### config.mk
export PLATFORM = sky130hd
export DESIGN_NAME = router_fsm
export DESIGN_NICKNAME = d
export VERILOG_FILES = /design/src/rtl/router_pkg.sv /design/src/rtl/router_fsm.sv
export SDC_FILE = /design/constraint.sdc
export NUM_CORES = 1
export LEC_CHECK = 0
export BUFFER_PORTS_ARGS = -buffer_cell sky130_fd_sc_hd__buf_4
export CORE_AREA = 5 5 42 44
export CTS_BUF_LIST = sky130_fd_sc_hd__clkbuf_4 sky130_fd_sc_hd__clkbuf_8
export DETAILED_ROUTE_END_ITERATION = 10
export DIE_AREA = 0 0 47 49
export GPL_TIMING_DRIVEN = 1
export PLACE_DENSITY = 0.81
export SETUP_SLACK_MARGIN = 0.02
export SKIP_CTS_REPAIR_TIMING = 1
export SLEW_MARGIN = 0
export SYNTH_ARGS = -nofsm -noshare
export SYNTH_HDL_FRONTEND = slang
export SYNTH_SLANG_ARGS = --single-unit
### constraint.sdc
create_clock -name clock -period 3.3 [get_ports clock]
set_input_delay 0.33 -clock clock [delete_from_list [all_inputs] [get_ports clock]]
set_output_delay 0.33 -clock clock [all_outputs]
set_load 0.005 [all_outputs]
### src/rtl/router_pkg.sv
// Shared definitions for the 1x3 router control path: state encoding,
// address width and the reserved drop address.
package router_pkg;

  localparam int ST_W   = 4;
  localparam int ADDR_W = 2;

  // Packets addressed here are consumed without being written anywhere.
  localparam logic [ADDR_W-1:0] ADDR_INVALID = 2'b11;

  // Unlisted encodings of the 4-bit register are recovered to DA by the FSM.
  typedef enum logic [ST_W-1:0] {
    DA   = 4'd0,  // decode address (idle / header wait)
    LFD  = 4'd1,  // load first data (header byte)
    LD   = 4'd2,  // load payload data
    FFS  = 4'd3,  // FIFO full stall
    LAF  = 4'd4,  // load after full
    LP   = 4'd5,  // load parity byte
    CPE  = 4'd6,  // check parity error
    WTE  = 4'd7,  // wait till destination FIFO empty
    DROP = 4'd8   // discard packet with invalid address
  } state_e;

endpackage

### src/rtl/router_fsm.sv
// Control FSM for the 1x3 router: decodes the destination, sequences the
// header/payload/parity capture in router_reg, strobes the FIFO write and
// discards packets sent to an invalid address.
module router_fsm
  import router_pkg::*;
#(
  parameter int NUM_PORTS = 3
) (
  input  logic                 clock,
  input  logic                 reset,
  input  logic                 pkt_valid,
  input  logic [ADDR_W-1:0]    data_in,
  input  logic                 fifo_full,
  input  logic [NUM_PORTS-1:0] fifo_empty,
  input  logic [NUM_PORTS-1:0] soft_reset,
  input  logic                 parity_done,
  input  logic                 low_pkt_valid,
  output logic                 detect_add,
  output logic                 lfd_state,
  output logic                 ld_state,
  output logic                 laf_state,
  output logic                 full_state,
  output logic                 rst_int_reg,
  output logic                 write_enb_reg,
  output logic                 busy,
  output logic [ADDR_W-1:0]    addr_q,
  output logic                 drop_active
);

  state_e              state_q, state_d;
  logic [ADDR_W-1:0]   addr_d;

  logic din_valid;   // incoming header address names an existing port
  logic din_empty;   // FIFO of the incoming header address is empty
  logic din_drop;    // incoming header must be discarded
  logic q_empty;     // FIFO of the latched address is empty
  logic q_soft_rst;  // soft reset of the latched port

  // Per-port selection by the incoming and the latched address.
  always_comb begin
    // NOTE: every signal gets a default before the loop, so no path leaves
    // it unassigned and no latch is inferred.
    din_valid  = 1'b0;
    din_empty  = 1'b0;
    q_empty    = 1'b0;
    q_soft_rst = 1'b0;
    for (int i = 0; i < NUM_PORTS; i++) begin
      if (data_in == ADDR_W'(i)) begin
        din_valid = 1'b1;
        din_empty = fifo_empty[i];
      end
      if (addr_q == ADDR_W'(i)) begin
        q_empty    = fifo_empty[i];
        q_soft_rst = soft_reset[i];
      end
    end
    din_drop = !din_valid || (data_in == ADDR_INVALID);
  end

  // Next-state and next-address logic; soft reset of the active port wins.
  always_comb begin
    state_d = state_q;
    addr_d  = addr_q;
    if (state_q == DA && pkt_valid) begin
      addr_d = data_in;
    end
    if (q_soft_rst) begin
      state_d = DA;
    end else begin
      unique case (state_q)
        DA: begin
          if (pkt_valid) begin
            if (din_drop)       state_d = DROP;
            else if (din_empty) state_d = LFD;
            else                state_d = WTE;
          end
        end
        WTE:  if (q_empty) state_d = LFD;
        LFD:  state_d = LD;
        LD: begin
          if (fifo_full)       state_d = FFS;
          else if (!pkt_valid) state_d = LP;
        end
        FFS:  if (!fifo_full) state_d = LAF;
        LAF: begin
          if (parity_done)        state_d = DA;
          else if (low_pkt_valid) state_d = LP;
          else                    state_d = LD;
        end
        LP:   state_d = CPE;
        CPE:  state_d = fifo_full ? FFS : DA;
        DROP: if (!pkt_valid) state_d = DA;
        default: state_d = DA;
      endcase
    end
  end

  // State and address registers with synchronous reset.
  always_ff @(posedge clock) begin
    // NOTE: non-blocking assignments here so every register samples the
    // pre-edge values computed by the combinational blocks.
    if (reset) begin
      state_q <= DA;
      addr_q  <= '0;
    end else begin
      state_q <= state_d;
      addr_q  <= addr_d;
    end
  end

  // Moore outputs decoded straight from the state register.
  assign detect_add    = (state_q == DA);
  assign lfd_state     = (state_q == LFD);
  assign ld_state      = (state_q == LD);
  assign laf_state     = (state_q == LAF);
  assign full_state    = (state_q == FFS);
  assign rst_int_reg   = (state_q == CPE);
  assign drop_active   = (state_q == DROP);
  assign write_enb_reg = lfd_state | ld_state | laf_state | (state_q == LP);
  assign busy          = !((state_q == DA) || (state_q == LD));

endmodule

======== After elaboration in Yosys (flattened, before gate mapping) ========
Cells that the tools add are included.
storage, ports and cells
  input bits .............................. 14
  memory bits (writable) .................. 0
  flip-flop bits (word level) ............. 6
  logic and storage cells ................. 57
  bits in latches ......................... 0
  bits in read-only memories .............. 0
  output and inout port bits .............. 11
  memories ................................ 0
operators by class
  reduce and logical (&&, ||, !) cells .... 10
  $add $sub $neg .......................... 0
  order comparisons ....................... 0
  mux-type cells .......................... 24
  bitwise operators ....................... 3
  eq/ne operators ......................... 18
  div/mod/pow operators ................... 0
  shifts and indexed selects .............. 0
  $mul .................................... 0
operators by type and width
  operator              number
  $pmux W4 S9           1
  $mux W4               7
  $eq A4 B3 Y1 const B  4
  $mux W1               12
  $mux W3               3
  $eq A4 B2 Y1 const B  2
  $ne A2 B2 Y1 const B  4
  $eq A2 B2 Y1 const B  3
  $reduce_and A5 Y1     1
  $eq A2 B1 Y1 const B  2
  $eq A4 B1 Y1 const B  1
  $eq A4 B4 Y1 const B  1
  $logic_not A2 Y1      2
  $logic_not A4 Y1      1
  $ne A3 B3 Y1 const B  1
  $or A1 B1 Y1          3
  $logic_not A1 Y1      2
  $logic_or A1 B1 Y1    2
  $mux W2               1
  $reduce_or A2 Y1      1
  $logic_and A1 B1 Y1   1

======== Depth between registers and ports, before layout ========
Gate-level depths: netlist of run 1.
  word-level depth ........................ 9
  depth in mapped cells ................... 6

======== Worst setup path before layout of run 1 ========
Ideal clock, no wire load.
  path type ............................... register to register
  start ................................... register state_q[0]
  end ..................................... register state_q[0]
  path slack .............................. 1.835 ns
  setup time .............................. 0.129 ns
  data required time ...................... 3.171 ns
  stages on the path, launching flop included .. 6
  path buffers ............................ 1
  arrival time ............................ 1.336 ns
  cells stage by stage .................... dfxtp_1 -> buf_6 -> or3b_4 -> a2111oi_4 -> nor3b_1 -> mux2i_1
between the ends
  cells in the longest elaborated chain, start to end .. 3
  elaborated cells between the ends (all ways) .. 16
ends and longest elaborated chain
  what                                                           RTL line           text
  start, declared                                                router_fsm.sv:30   state_e state_q, state_d;
  start signal, assigned                                         router_fsm.sv:106  state_q <= state_d;
  $eq A4 B2 Y1 (tied with other cells)                           router_fsm.sv:70   unique case (state_q)
  $ne A3 B3 Y1 (no line) / $ne A2 B2 Y1 (equally long branches)  n/a
  $reduce_and A5 Y1 (no line)                                    n/a
Several ways; a longest one is shown, not always the timed one.
A chain may end at the register's enable or synchronous reset.

======== Worst setup path after layout of run 1 ========
  start ................................... register state_q[3]
  end ..................................... output drop_active
between the ends
  cells in the longest elaborated chain, start to end .. 1
ends and longest elaborated chain
  what           RTL line           text
  $eq A4 B4 Y1   router_fsm.sv:118  assign drop_active = (state_q == DROP);
  end, declared  router_fsm.sv:27   output logic drop_active
No other way between the ends.

==> results.md, run 1 <==
- Crit-path max FO: 11
- Share of layout cells above drive strength 1: around a third
- 1st-iter DRT viols: 19
- Setup Viol. Count Final: 0
- Height of the chip: roughly 50 um
- Leakage: 0.347 nW
- Layout area overhead: 31.1%
- Largest net degree at the start of global routing: 18
- Total die area: 0.00230 mm2
- Share of the synthesized area in the top cell type: 19.7%
- Sequential group share of total power: 32.7%
- Root buffer cell: clkbuf_4
- CTS tree: built
- Synth Warn #: 0
- Initial antenna violation count: 0
- Core footprint: between 0.001 and 0.0015 mm2
- ANT nets after route: 0
- Wire per inst: 14.9 um
- Sequential share of the synthesized area: 19.7%
- Psw: between 0.0001 and 0.00015 W
- Worst EP arrival: 1540 ps
- Slew headroom: about three fifths
- Row Count: 14
- Yosys top cell by area: dfxtp_1
- Pre-antenna DRT Iters: 4
- Count of cell types in the netlist: 37
- IO Port Bufs: 24
- Worst setup SP type: flop
- Post-route clock period utilization: 56.8%
- Syn_nets: just under 90
- Htree depth: 1
- Max Root-Sink Buffers: 2
- Worst vdd ir: 0.000251 V
- Vias in the first global route: 627
- Min-Delay Path Class: in2reg
- Final net count: 113
- Antenna Cells: 0
- Worst-path clk slew: 50 ps
- Max_cap viols: 0
- Clk pwr share: 21.1%
- Largest cells by area after synthesis: dfxtp_1, nand2_1, mux2i_1
- Clk_lat worst skew: 250 ps
- Worst slew pin tran: 627 ps
- Initial Utilization: around 44%
- # IOs: 25
- Mean post-synth cell area: 8.14 um2
- Post-Route WL: 1690 um
- Final TNS setup: 0 ps
- Final GP Congestion: 0.782
- DIE WIDTH: 47 um
- Pwr per Cell Area: 412 mW/mm2
- Critical Path End Type: output port
- Detailed-route DRC error count: 0
- Post-Place Cells: 110
- Crit Path Category: reg2out
- Total number of vias: about 640
- Switching share of power: 37.2%
- Critical Path RT: 2970 ps
- Grt total ovfl: 0
- Post-DP HPWL: roughly 1300 um
- RSZ-0062 raised after global routing: no
- Max-slew violations: 0
- Final hold viol count: 0
- Cts bufs inserted: 3
- Vias per inst: 5.63
- Netlist Area Pre-Place: 611 um2
- Total track usage: 15.7%
- First-pass GRT wire length: ~2700 um
- Max Freq: 534 MHz
- CTS sink cnt: 6
- Status: finished clean
- Fill cells: 151
- Synth Register Bits: 6
- Clock Skew: 0.617 ps
- Post-Syn Instances: 75
- Crit path time final: 1870 ps
- Int Power: 0.000207 W
- Non-Filler Instances: 113
- Power share of the combinational group: 46.3%
-- registers in the layout (all words and copies together) (netlist names) --
signal   count
addr_q       2
state_q      4
-- layout by cell type, fill, tap and decap left out, types with 3 or more instances in the layout --
cell / n
nor2_1: 5
inv_1: 3
nor3_1: 4
buf_4: 24
a211oi_1: 3
clkbuf_4: 3
a21oi_1: 3
nand2_1: 9
dfxtp_1: 6
mux2i_1: 3
nor2b_1: 4
o21ai_0: 3
-- cell usage after synthesis --
| library cell | count |
|---|---|
| xor2_1 | 1 |
| o221ai_1 | 1 |
| o211ai_1 | 1 |
| a2111oi_4 | 1 |
| dfxtp_1 | 6 |
| nand2b_1 | 1 |
| buf_4 | 1 |
| a21boi_0 | 1 |
| a21oi_1 | 3 |
| mux2_2 | 1 |
| a211oi_1 | 3 |
| o21ba_2 | 1 |
| buf_2 | 2 |
| inv_1 | 3 |
| nor2b_1 | 4 |
| mux2_1 | 1 |
| a221oi_1 | 1 |
| o2bb2ai_1 | 1 |
| nand2_1 | 9 |
| o21ai_0 | 3 |
| nand4b_1 | 1 |
| buf_6 | 1 |
| nor4_4 | 1 |
| clkbuf_1 | 1 |
| or3_1 | 2 |
| a21boi_2 | 1 |
| nand3_1 | 2 |
| or3b_4 | 1 |
| nor3_1 | 4 |
| mux2i_1 | 3 |
| a22o_1 | 2 |
| and3b_1 | 2 |
| nor2_1 | 5 |
| a211o_1 | 1 |
| nor4b_2 | 1 |
| nor4b_1 | 1 |
| nor3b_1 | 1 |
-- worst paths after layout --
path / startpoint / to / slack (ps) / cells past startpoint
hold reg to reg: addr_q[0] / addr_q[0] / 520 / 2
hold / removal: reset / addr_q[1] / 260 / 2
setup reg to reg: state_q[0] / state_q[2] / 1530 / 4
setup / recovery: state_q[3] / drop_active / 1430 / 2
-- critical path, stage by stage (launching register included) --
cell and delay [ps]:
dfxtp_1 630, nor4b_1 470, buf_4 200
-- kinds of logic (layout without fill, tap and decap cells) --
logic type	count (synthesis)	after routing	share of synthesized area, %
AO/OA/AOI/OAI	20	20	27.7
XOR/XNOR	1	1	1.43
buffers and inverters	8	30	7.17
flip-flops	6	6	19.7
multiplexers	5	5	8.61
AND/OR/NAND/NOR	35	35	35.5
-- final cells by class --
class	instances	area [um2]	share of cell area [%]
well taps	16	20.0	2.50
repair buffers	24	180	22.5
inverters	3	11.3	1.41
clock buffers	3	22.5	2.81
multi-input cells	61	447	55.8
flip-flops and latches	6	120	15.0
-- per-stage QoR --
step	setup WS [ps]	area (um2)	utilization, %	power, W	hold slack [ps]
after floorplan	1830	611	-	0.000203	399
after global placement	1610	778	55.5	0.000256	505
after detailed placement	1590	778	55.5	0.000259	513
after CTS	1450	801	57.1	0.000329	268
after global routing	1370	801	57.1	0.000350	271
final	1430	801	57.1	0.000330	262
-- routing by layer --
layer  track usage (%)  part of all wire (%)  wire length, um  vias up
met4              2.76                  0.83               14        0
met2              26.9                    52              878       28
li1                  -                     -                -      321
met1              20.0                    42              711      285
met5                 0                     0                0        -
met3              2.58                   4.9               82        2
-- power by group through the flow --
stage / Clock, W / Combinational (W) / Sequential [W]
global placement: 0 / 0.000148 / 0.000108
CTS: 0.0000676 / 0.000154 / 0.000107
global route: 0.0000709 / 0.000168 / 0.000111
floorplan: 0 / 0.000113 / 0.0000901
detailed placement: 0 / 0.000151 / 0.000109
finish: 0.0000696 / 0.000153 / 0.000108
No activity file was read; power rests on OpenSTA's default activity.
==> run 2: changes to the inputs <==
clock period = 1.8 ns   (was 3.3 ns; I/O delays follow)
==> run 2 against run 1 <==
Effect of this change:
- clock power increased by 93%
- final area grew 4.7%
- non-clock buffer count is 5 higher
- sequential power increased by 66%
- critical path depth unchanged
- sequential cell count stayed put
- die area stayed put
- sequential share of layout area is 0.67 points lower
- cell count is 4.4% higher
- global-route usage increased by 1.5 points
- critical path type unchanged
==> results.md, run 2 (synthesized netlist as in run 1, its figures left out) <==
- Status: finished clean (unchanged)
- Root buffer cell: clkbuf_4 (unchanged)
- CTS sink cnt: 6 (unchanged)
- IO Port Bufs: 24 (unchanged)
- Worst-path clk slew: 60 ps (was 50 ps)
- Wire per inst: 14.2 um (was 14.9 um)
- Cts bufs inserted: 3 (unchanged)
- Biggest regs: state_q: 4 flops, addr_q: 2 flops (unchanged)
- Max Root-Sink Buffers: 2 (unchanged)
- Vias in the first global route: 659 (was 627)
- Critical Path RT: 1620 ps (was 2970 ps)
- Min-Delay Path Class: in2reg (unchanged)
- Critical Path End Type: output port (unchanged)
- Setup Viol. Count Final: 0 (unchanged)
- Core footprint: 0.00140 mm2 (unchanged)
- Commonest non-fill, non-tap cell in the layout: buf_4 (unchanged)
- Total die area: 0.00230 mm2 (unchanged)
- Crit path time final: 1650 ps
- Max Freq: 606 MHz
- Post-DP HPWL: 1370 um (was 1270 um)
- RSZ-0062 raised after global routing: no (unchanged)
- ANT nets after route: 0 (unchanged)
- Total track usage: 17.2% (was 15.7%)
- Post-route clock period utilization: between 90% and 100%
- Grt total ovfl: 0 (unchanged)
- Max incr delay on CP: 630 ps (about the same)
- Commonest non-fill, non-tap cells in the layout: buf_4, nand2_1, dfxtp_1 (unchanged)
- First-pass GRT wire length: 2890 um (was 2730 um)
- Most flops, register: state_q (unchanged)
- Clock Skew: 13.6 ps (was 0.617 ps)
- 1st-iter DRT viols: 19 (unchanged)
- Row Count: 14 (unchanged)
- Detailed-route DRC error count: 0 (unchanged)
- Layout area overhead: 37.3% (was 31.1%)
- Vias per inst: 5.81 (was 5.63)
- Largest register FFs: 4 (unchanged)
- Max_cap viols: 0 (unchanged)
- Pre-antenna DRT Iters: 4 (unchanged)
- Final hold viol count: 0 (unchanged)
- Initial Utilization: 43.6% (unchanged)
- Crit Path Category: reg2out (unchanged)
- Clk_lat worst skew: 260 ps (was 250 ps)
- Initial antenna violation count: 0 (unchanged)
- Crit path cell chain: nor4b_2 -> buf_4 (was nor4b_1 -> buf_4)
- Max stage delay cell, worst path: dfxtp_1 (unchanged)
- Critical R2R Launch: state_q[0] (unchanged)
- Leakage: 0.373 nW (was 0.347 nW)
- Antenna Cells: 0 (unchanged)
- Final TNS setup: 0 ps (unchanged)
- Post-Route WL: 1680 um (was 1690 um)
- # IOs: 25 (unchanged)
- Slew headroom: 66.6% (was 58.2%)
- Final core utilization: 59.8% (was 57.1%)
- Crit-path max FO: 13 (was 11)
- Height of the chip: 49 um (unchanged)
- Hold path startpoint: reset (unchanged)
- Hold WS: 111 ps (was 262 ps)
- Worst setup SP type: flop (unchanged)
- Worst vdd ir: 0.000391 V (was 0.000251 V)
- Share of layout cells above drive strength 1: 38.2% (was 35.1%)
- Largest net degree at the start of global routing: 14 (was 18)
- Worst EP arrival: 1470 ps (was 1540 ps)
- Total power: 0.000636 W (was 0.000330 W)
- Final net count: 118 (was 113)
- Htree depth: 1 (unchanged)
- Final GP Congestion: 0.773 (was 0.782)
- Worst slew pin tran: 500 ps (was 627 ps)
- Max-slew violations: 0 (unchanged)
- CTS tree: built (unchanged)
- DIE WIDTH: 47 um (unchanged)
- Pwr per Cell Area: 759 mW/mm2 (was 412 mW/mm2)
- Total number of vias: 685 (was 636)
- CP startpoint: state_q[2] (was state_q[3])
==> run 2: cell types whose count changed in the layout (fill, tap and decap cells not counted), sizes merged <==
cell,change
buf,+5
==> run 2: cell type report <==
type | instances | area (um2)
Clock buffer | 3 | 22.5
Fill cell | 134 | 563
Inverter | 3 | 11.3
Multi-Input combinational cell | 61 | 447
Sequential cell | 6 | 120
Tap cell | 16 | 20.0
Timing Repair Buffer | 29 | 218
==> run 2: metrics by stage <==
stage / setup slack [ps] / cell area [um2] / std cells
floorplan: 335 / 611 / 75
global placement: 273 / 816 / 115
detailed placement: 226 / 816 / 115
CTS: 157 / 838 / 118
global route: 53.5 / 838 / 118
finish: 150 / 838 / 118
==> run 2: per-layer routing <==
layer / up-vias / share of wire, % / global-route usage (%)
met5: - / 0 / 0
li1: 331 / - / -
met4: 0 / 2.6 / 9.68
met1: 319 / 39 / 20.8
met2: 30 / 52 / 27.6
met3: 5 / 6.5 / 2.58
==> run 2: power breakdown <==
part           internal (W)  switching, W  leakage [nW]
Clock             0.0000760     0.0000575        0.0138
Sequential         0.000148     0.0000312        0.0490
Combinational      0.000178      0.000145         0.310
Total              0.000402      0.000234         0.373
==> run 2: final timing paths <==
path	cells after the start	slack, ps	end
max reg2reg	5	220	state_q[0]
max	2	150	laf_state
min	2	110	addr_q[1]
min reg2reg	2	520	addr_q[0]
==> run 2: worst max-delay path: cells and delay by family (launching register included) <==
| family | cells | cell delay (ps) |
|---|---|---|
| simple gates | 1 | 390 |
| buf+inv | 1 | 180 |
| flops | 1 | 630 |
==> run 3: changes to the inputs <==
MAX_ROUTING_LAYER = met4   (was default)
==> run 3 against run 2 <==
Effect of this change:
- die area is the same
- non-clock buffer count is the same
- critical path depth is the same
- final area is the same
- global-route usage grew 0.44 points
- via count shrank 0.44%
- sequential share of layout area is the same
- fmax grew 0.76%
- utilization is the same
- setup slack gained 12 ps
- critical endpoint unchanged
==> results.md, run 3 (synthesized netlist as in run 1, its figures left out) <==
- Status: finished clean (unchanged)
- Vias per inst: 5.78 (was 5.81)
- CTS tree: built (unchanged)
- Worst vdd ir: 0.000391 V (about the same)
- ANT nets after route: 0 (unchanged)
- # IOs: 25 (unchanged)
- Worst slew pin tran: 484 ps (was 500 ps)
- Initial antenna violation count: 0 (unchanged)
- Row Count: 14 (unchanged)
- Power share of the combinational group: 50.8% (about the same)
- FF-to-FF End: state_q[0] (unchanged)
- Final net count: 118 (unchanged)
- Clk pwr share: 21.0% (about the same)
- Max-slew violations: 0 (unchanged)
- Setup Viol. Count Final: 0 (unchanged)
- Crit-path max FO: 13 (unchanged)
- Leakage: 0.373 nW (unchanged)
- CTS sink cnt: 6 (unchanged)
- Final Cell Area: 838 um2 (unchanged)
- Max incr delay on CP: 620 ps (was 630 ps)
- Switching share of power: 36.7% (was 36.8%)
- Max Freq: 611 MHz (was 606 MHz)
- RSZ-0062 raised after global routing: no (unchanged)
- Detailed-route DRC error count: 0 (unchanged)
- Post-Place Cells: 115 (unchanged)
- Max stage delay cell, worst path: dfxtp_1 (unchanged)
- Most flops, register: state_q (unchanged)
- Non-Filler Instances: 118 (unchanged)
- Wire per inst: 14.1 um (was 14.2 um)
- Vias in the first global route: 660 (was 659)
- Critical Path End Type: output port (unchanged)
- Crit path time final: 1640 ps (was 1650 ps)
- Max Root-Sink Buffers: 2 (unchanged)
- Max_cap viols: 0 (unchanged)
- Min-Delay Path Class: in2reg (unchanged)
- Share of layout cells above drive strength 1: 38.2% (unchanged)
- Cells on worst reg2reg path: 4 (was 5)
- Setup slack, reg-to-reg: 220 ps (about the same)
- Commonest non-fill, non-tap cells in the layout: buf_4, nand2_1, dfxtp_1 (unchanged)
- Initial Utilization: 43.6% (unchanged)
- Crit path max-delay family: flip-flops (unchanged)
- Int Power: 0.000402 W (about the same)
- Post-route clock period utilization: 91.0% (was 91.7%)
- DIE WIDTH: 47 um (unchanged)
- Antenna Cells: 0 (unchanged)
- Hold path startpoint: reset (unchanged)
- Clock Skew: 13.4 ps (was 13.6 ps)
- Post-DP HPWL: 1370 um (unchanged)
- Total die area: 0.00230 mm2 (unchanged)
- Worst setup SP type: flop (unchanged)
- Crit Path Category: reg2out (unchanged)
- Hold-critical path depth: 2 (unchanged)
- Sequential group share of total power: 28.2% (about the same)
- Hold path endpoint: addr_q[1] (unchanged)
- Root buffer cell: clkbuf_4 (unchanged)
- Total number of vias: 682 (was 685)
- Post-Route WL: 1670 um (was 1680 um)
- Commonest non-fill, non-tap cell in the layout: buf_4 (unchanged)
- Final GP Congestion: 0.784 (was 0.773)
- Cts bufs inserted: 3 (unchanged)
- Core footprint: 0.00140 mm2 (unchanged)
- Total track usage: 17.6% (was 17.2%)
- Psw: 0.000234 W (about the same)
- Clk_lat worst skew: 260 ps (about the same)
- Grt total ovfl: 0 (unchanged)
- Total power: 0.000636 W (about the same)
- Final hold viol count: 0 (unchanged)
- Pwr per Cell Area: 758 mW/mm2 (was 759 mW/mm2)
- Biggest regs: state_q: 4 flops, addr_q: 2 flops (unchanged)
- IO Port Bufs: 24 (unchanged)
- WP buf/inv: 1 (unchanged)
- 1st-iter DRT viols: 19 (unchanged)
- Htree depth: 1 (unchanged)
- Worst-path clk slew: 60 ps (about the same)
- Pre-antenna DRT Iters: 4 (unchanged)
- First-pass GRT wire length: 2890 um (unchanged)
- Layout area overhead: 37.3% (unchanged)
- Worst EP arrival: 1460 ps (was 1470 ps)
- Cell Area, Placed: 816 um2 (unchanged)
- Largest register FFs: 4 (unchanged)
- Height of the chip: 49 um (unchanged)
- Critical R2R Launch: state_q[0] (unchanged)
- Slew headroom: 67.7% (was 66.6%)
- Crit path cell chain: nor4b_2 -> buf_4 (unchanged)
- Final TNS setup: 0 ps (unchanged)
- Critical Path RT: 1620 ps (about the same)
- Largest net degree at the start of global routing: 14 (unchanged)
==> run 3: cell counts in the layout (fill, tap and decap cells not counted) <==
No cell type changed its count.
==> run 3: worst max path at each step <==
| stage | end | from | slack, ps | cells past startpoint |
|---|---|---|---|---|
| 2_1_floorplan | state_q[0] | state_q[0] | 330 | 5 |
| 3_3_place_gp | state_q[0] | state_q[0] | 270 | 4 |
| 3_5_place_dp | state_q[0] | state_q[0] | 230 | 4 |
| 4_1_cts | laf_state | state_q[2] | 160 | 2 |
| 5_1_grt | drop_active | state_q[0] | 50 | 3 |
| 6_report | laf_state | state_q[2] | 160 | 2 |
==> run 3: power by group through the flow <==
stage / clock [W] / sequential [W] / combinational [W]
6_report: 0.000133 / 0.000179 / 0.000323
5_1_grt: 0.000151 / 0.000184 / 0.000356
4_1_cts: 0.000136 / 0.000180 / 0.000325
3_5_place_dp: 0 / 0.000183 / 0.000323
3_3_place_gp: 0 / 0.000180 / 0.000317
2_1_floorplan: 0 / 0.000165 / 0.000208
==> run 3: per-layer routing <==
layer / GRT usage, % / up-vias / routed length [um]
met5: - / - / 0
met4: 9.68 / 0 / 44
met3: 2.58 / 5 / 107
met2: 27.6 / 32 / 866
met1: 20.8 / 315 / 647
li1: - / 330 / -
==> run 3: cell type report <==
type	instances	area (um2)
fillers	134	563
multi-input cells	61	447
repair buffers	29	218
flip-flops and latches	6	120
clock buffers	3	22.5
well taps	16	20.0
inverters	3	11.3
==> run 3: stage by stage <==
step / utilization (%) / hold WS, ps / worst slack (ps)
final: 59.8 / 112 / 162
after global routing: 59.8 / 99.9 / 53.4
after CTS: 59.8 / 111 / 157
after detailed placement: 58.2 / 373 / 226
after global placement: 58.2 / 370 / 273
after floorplan: - / 249 / 335
